### src/rtl/drv8874_bridge_ctrl.sv
// DRV8874 H-bridge control core: input decode, dead-time sequencing,
// wake timing, OCP deglitch/latch/auto-retry and TSD hold-off.
module drv8874_bridge_ctrl #(
    parameter int unsigned DEAD_CYC    = 4,
    parameter int unsigned TWAKE_CYC   = 16,
    parameter int unsigned OCP_DEG_CYC = 3,
    parameter int unsigned RETRY_CYC   = 64,
    parameter int unsigned CNT_W       = 8
) (
    input  logic       clk,
    input  logic       rst_n,
    input  logic       in1,
    input  logic       in2,
    input  logic       pmode,
    input  logic       nsleep,
    input  logic       ocp,
    input  logic       tsd,
    output logic       hs1,
    output logic       ls1,
    output logic       hs2,
    output logic       ls2,
    output logic       nfault,
    output logic [2:0] st
);

    localparam int unsigned SYNC_W = 5;
    localparam int unsigned OCW    = CNT_W + 1;

    typedef enum logic [2:0] {
        SLEEP = 3'd0,
        WAKE  = 3'd1,
        RUN   = 3'd2,
        DEAD  = 3'd3,
        F_OCP = 3'd4,
        F_TSD = 3'd5
    } state_t;

    state_t             state;
    logic [SYNC_W-1:0]  sync1;
    logic [SYNC_W-1:0]  sync2;
    logic [3:0]         gates;
    logic [3:0]         tgt;
    logic [3:0]         tgt_q;
    logic [CNT_W-1:0]   cnt;
    logic [CNT_W-1:0]   cnt_dec;
    logic               cnt_last;
    logic [CNT_W-1:0]   ocp_cnt;
    logic [OCW-1:0]     ocp_nxt;
    logic               ocp_trip;
    logic               s_in1, s_in2, s_nsleep, s_ocp, s_tsd;

    assign {s_in1, s_in2, s_nsleep, s_ocp, s_tsd} = sync2;
    assign {hs1, ls1, hs2, ls2} = gates;
    assign st = state;

    // Two-flop synchronisers for all asynchronous inputs (pmode is static)
    always_ff @(posedge clk or negedge rst_n) begin
        if (!rst_n) begin
            sync1 <= '0;
            sync2 <= '0;
        end else begin
            sync1 <= {in1, in2, nsleep, ocp, tsd};
            sync2 <= sync1;
        end
    end

    // Target gate vector {hs1,ls1,hs2,ls2} from the synchronised inputs
    always_comb begin
        tgt = 4'b0000;
        if (pmode) begin
            case ({s_in1, s_in2})
                2'b01:   tgt = 4'b0110;
                2'b10:   tgt = 4'b1001;
                2'b11:   tgt = 4'b0101;
                default: tgt = 4'b0000;
            endcase
        end else if (!s_in1) begin
            tgt = 4'b0101;
        end else if (s_in2) begin
            tgt = 4'b1001;
        end else begin
            tgt = 4'b0110;
        end
    end

    // Saturating down-count; "last" fires on the cycle the count would reach 0,
    // so a load of N gives exactly N cycles in the timed state
    always_comb begin
        cnt_dec  = (cnt == '0) ? '0 : cnt - CNT_W'(1);
        cnt_last = (cnt_dec == '0);
        ocp_nxt  = {1'b0, ocp_cnt} + OCW'(1);
        ocp_trip = s_ocp && (ocp_nxt >= OCW'(OCP_DEG_CYC));
    end

    // Bridge state machine: sleep > tsd > ocp latch > normal sequencing
    always_ff @(posedge clk or negedge rst_n) begin
        if (!rst_n) begin
            state   <= SLEEP;
            gates   <= 4'b0000;
            nfault  <= 1'b1;
            cnt     <= '0;
            ocp_cnt <= '0;
            tgt_q   <= 4'b0000;
        end else if (!s_nsleep) begin
            state   <= SLEEP;
            gates   <= 4'b0000;
            nfault  <= 1'b1;
            cnt     <= '0;
            ocp_cnt <= '0;
        end else if (s_tsd && (state inside {WAKE, RUN, DEAD, F_OCP})) begin
            state   <= F_TSD;
            gates   <= 4'b0000;
            nfault  <= 1'b0;
            cnt     <= '0;
            ocp_cnt <= '0;
        end else if (ocp_trip && (state inside {RUN, DEAD})) begin
            state   <= F_OCP;
            gates   <= 4'b0000;
            nfault  <= 1'b0;
            cnt     <= CNT_W'(RETRY_CYC);
            ocp_cnt <= '0;
        end else begin
            if ((state inside {RUN, DEAD}) && s_ocp) begin
                ocp_cnt <= ocp_nxt[CNT_W-1:0];
            end else begin
                ocp_cnt <= '0;
            end
            case (state)
                SLEEP: begin
                    state <= WAKE;
                    cnt   <= CNT_W'(TWAKE_CYC);
                end
                WAKE: begin
                    if (cnt_last) begin
                        state <= RUN;
                        gates <= 4'b0000;
                        cnt   <= '0;
                    end else begin
                        cnt <= cnt_dec;
                    end
                end
                RUN: begin
                    if ((tgt & ~gates) == 4'b0000) begin
                        gates <= tgt;
                    end else begin
                        gates <= gates & tgt;
                        tgt_q <= tgt;
                        cnt   <= CNT_W'(DEAD_CYC);
                        state <= DEAD;
                    end
                end
                DEAD: begin
                    if (tgt != tgt_q) begin
                        gates <= gates & tgt;
                        tgt_q <= tgt;
                        cnt   <= CNT_W'(DEAD_CYC);
                    end else if (cnt_last) begin
                        gates <= tgt;
                        cnt   <= '0;
                        state <= RUN;
                    end else begin
                        cnt <= cnt_dec;
                    end
                end
                F_OCP: begin
                    if (cnt_last) begin
                        nfault <= 1'b1;
                        gates  <= 4'b0000;
                        cnt    <= '0;
                        state  <= RUN;
                    end else begin
                        cnt <= cnt_dec;
                    end
                end
                F_TSD: begin
                    if (!s_tsd) begin
                        nfault <= 1'b1;
                        gates  <= 4'b0000;
                        state  <= RUN;
                    end
                end
                default: begin
                    state  <= SLEEP;
                    gates  <= 4'b0000;
                    nfault <= 1'b1;
                    cnt    <= '0;
                end
            endcase
        end
    end

endmodule

### config.mk
export PLATFORM = sky130hd
export DESIGN_NAME = drv8874_bridge_ctrl
export DESIGN_NICKNAME = d
export VERILOG_FILES = /design/src/rtl/drv8874_bridge_ctrl.sv
export SDC_FILE = /design/constraint.sdc
export NUM_CORES = 1
export LEC_CHECK = 0
export CAP_MARGIN = 20
export CORE_UTILIZATION = 23
export DETAILED_ROUTE_END_ITERATION = 10
export PLACE_DENSITY_LB_ADDON = 0.12
export SETUP_SLACK_MARGIN = 0.15
export SYNTH_ARGS = -nofsm -noshare
export SYNTH_HDL_FRONTEND = slang
export SYNTH_SLANG_ARGS = --single-unit
### constraint.sdc
create_clock -name clk -period 6.55 [get_ports clk]
set_input_delay 1.965 -clock clk [delete_from_list [all_inputs] [get_ports clk]]
set_output_delay 1.965 -clock clk [all_outputs]
set_load 0.01 [all_outputs]
==> implementation parameters <==
Parameter                              Value

Yosys
  Most used standard cells in the synthesized netlist    dfrtp_1, nand2_1, nor2_1
  Post-synthesis compound-gate area fraction    23.18%
  Simple-gate area share of the yosys netlist    22.18%
  Fraction of the yosys area taken by sequential cells    42.30%
  Cell types occupying the most area after synthesis    dfrtp_1, nand2_1, nor2_1
  Post-synth top flop    dfrtp_1
  Mapped Area    0.002251 mm^2
  Area share of the largest cell type after synthesis    between 40% and 50%
  Number of register bits inferred by synthesis    38
  Synthesized instance count    233
  Multiplexer share of the synthesized area    3.780%
  Async S/R FF share, synth    100.0%
  Fraction of synthesized cell area in xor and xnor cells    3.113%
  Count of yosys warnings during synthesis    0
  Combinational family with the most area after synthesis    compound AO/OA/AOI/OAI gates
  Synthesized-area fraction occupied by adder cells    2.668%
  Post-synth EDFFs    0
  Biggest area consumer among synthesized cells    dfrtp_1
  Post-synthesis area per instance    9.661 um^2
  Synth cell types    62
  Most frequent cell after synthesis    dfrtp_1

Final layout
  Filler instances    slightly above 1000
  Antenna Diode Count    0
  Share of final-layout standard cells stronger than drive strength 1    7.480%
  Post-layout utilization of the core    28.20%
  Area growth syn-to-layout    17.40%
  Total Nets Final    between 200 and 300

Clock network
  Total CTS buffers    5
  Post-CTS sizing    0
  Clock slew at reported path FFs    80 ps
  Depth of the CTS H-tree    2
  Post-CTS repair timing setup buffer count    0
  Hold_buf cts    0
  CTS sink count    38
  Clk Latency, worst-skew pair    between 200 and 300 ps
  CTS tree    yes
  Buffer type at the clock tree root    clkbuf_8
  Deepest clock path buffer count    2

Power
  Sequential group share of total power    35.5%
  Switching power share of the total    43.61%
  Share of power burned in the clock network    17.3%
  Post-layout total power    0.9814 mW
  LEAKAGE    between 1 and 1.5 nW
  Maximum ir drop on the vdd rail    approximately 0.11 mV
  Power density normalized to cell area    371.4 mW/mm^2
  Internal power component    ~0.55 mW
  Net load switching power    0.4280 mW
  Logic gate share of total power    47.2%

Worst setup path
  Timing startpoint of the critical path    pmode
  Endpoint arrival time on the critical path    4310 ps
  Worst reg2reg endpoint    tgt_q[3]
  Worst Path Max Fanout    13
  Worst reg2reg path startpoint    ocp_cnt[0]
  Category of the most critical setup path    in2reg
  CP Launch Type    input port
  Depth of the most critical reg-to-reg path    8
  Endpoint required time on the critical path    around 6700 ps
  Reg-to-reg slack, setup    between 3000 and 4000 ps
  Sort of element at the end of the critical path    register

Floorplanning
  Count of pins on the block boundary    16
  Area enclosed by the die boundary    0.01019 mm^2
  Number of placement rows    35
  Die boundary width    100.9 um
  Die height    100.9 um
  Initial core utilization    24.02%
  Std-Cell Core Area    0.009371 mm^2

Global routing
  Met2 Use GR    ~17%
  Number of global-route vias before repair    between 1500 and 2000
  Met1 capacity usage during global routing    between 15 and 20%
  Busiest layer in global routing    met2
  Global-route usage over all layers    approximately 12%
  Met3 capacity usage during global routing    2.705%
  Global-route wire length before repair    8935 um
  Initial antenna violation count    0
  GR Overflow Total    0
  Largest net degree at the start of global routing    39

Hold path
  Worst min path class    reg2reg
  Hold Path Stages    0
  Endpoint with the worst hold slack    sync2[3]
  Startpoint of the lowest-slack hold path    sync1[3]

STA
  Max-slew violation count    0
  Unrepaired setup endpoints after global routing    false
  Count of final hold-check violations    0
  Tightest hold margin    351.7 ps
  Final worst path period share    a little over three fifths
  Tightest Pin Transition    between 800 and 900 ps
  Setup violators final    0
  Skew final    9.490 ps
  Achievable clock frequency    ~240 MHz
  Rel. slew slack    42.07%
  Total negative slack for setup checks    0 ps
  Final min period    4128 ps

Drt
  Post-route antenna net violation count    0
  Vias    about 1800
  Final routed DRC violation total    0
  Routed len/inst    13.83 um
  Drt pass-1 iters    4
  Post-detailed-routing wire length    5296 um
  Iteration-0 DRC count of the detailed router    121
  Average vias per placed instance    between 4 and 5

Placed design
  Quantity of I/O buffers inserted on ports    15
  HPWL after DPL    ~3800 um
  Routability congestion estimate from global placement    0.8321

Status
  Run status    complete, no violations

Flow run
  Maximum Capacitance Violations    0
==> registers in the layout (all words and copies together) (netlist names) <==
name	count
nfault	1
tgt_q	4
sync1	5
ocp_cnt	8
gates	4
sync2	5
cnt	8
st	3
==> placed cells by master (no fill, tap or decap), drive strengths merged, types with 2 or more instances in the layout <==
master,instances
nor2b,6
nor2,16
o22ai,5
o21ai,18
o211ai,6
a22o,3
clkbuf,6
clkdlybuf4s50,14
nor4,4
a21o,2
o31ai,3
nand2,25
and2,2
o211a,2
mux2,4
mux2i,4
inv,8
o31a,2
dfrtp,37
a21oi,5
nand3,5
a221oi,2
nor3b,2
a31oi,3
xor2,4
a21boi,2
nand3b,6
or4,2
ha,4
a2bb2oi,4
conb,6
nor3,6
nand4b,5
xnor2,4
a22oi,3
nand2b,2
and3,3
==> how the worst max path moves through the flow <==
stage,end,cells after the start,slack (ps)
finish,cnt[6],8,2420
global placement,cnt[6],8,2210
floorplan,cnt[3],7,2880
global route,cnt[3],8,2200
CTS,cnt[6],8,2440
detailed placement,cnt[6],8,2130
==> cell type report <==
cell class / count / area (um^2) / area share [%]
clock inverters: 2 / 12.51 / 0.4735
inverters: 8 / 30.03 / 1.136
well taps: 129 / 161.4 / 6.108
repair buffers: 15 / 145.1 / 5.492
flip-flops and latches: 38 / 952.2 / 36.03
multi-input cells: 185 / 1259 / 47.63
clock buffers: 6 / 82.58 / 3.125
==> power by group through the flow <==
stage                     registers [mW]  clock network [mW]  logic (mW)
after floorplan                    0.326                   0       0.360
after global placement             0.355                   0       0.471
after detailed placement           0.353                   0       0.464
after CTS                          0.348               0.181       0.467
after global routing               0.361               0.191       0.523
final                              0.348               0.170       0.463
==> logic make-up after synthesis <==
group | after synthesis
buf+inv | 15
xor+xnor | 8
fa+ha+maj | 5
simple gates | 88
other cells | 1
compound gates | 70
flops | 38
mux | 8
==> layer usage <==
| layer | vias up | wire (um) |
|---|---|---|
| li1 | 909 | - |
| met1 | 852 | 2761 |
| met2 | 36 | 2278 |
| met3 | 5 | 188 |
| met4 | 0 | 68 |
| met5 | - | 0 |
==> through the flow <==
step	area (um^2)	std cells	worst slack (ps)
2_1_floorplan	2270	238	2878
3_3_place_gp	2547	375	2205
3_5_place_dp	2547	375	2132
4_1_cts	2643	383	2442
5_1_grt	2643	383	2205
6_report	2643	383	2422
==> worst max-delay path, stage by stage <==
cell and delay (ps):
clkdlybuf4s50_1 770, nand2_1 130, nor3b_1 170, a221oi_1 410, o31a_1 260, o31a_1 230, o22ai_1 110, a32o_1 270
Power figures use the tool's default switching activity.
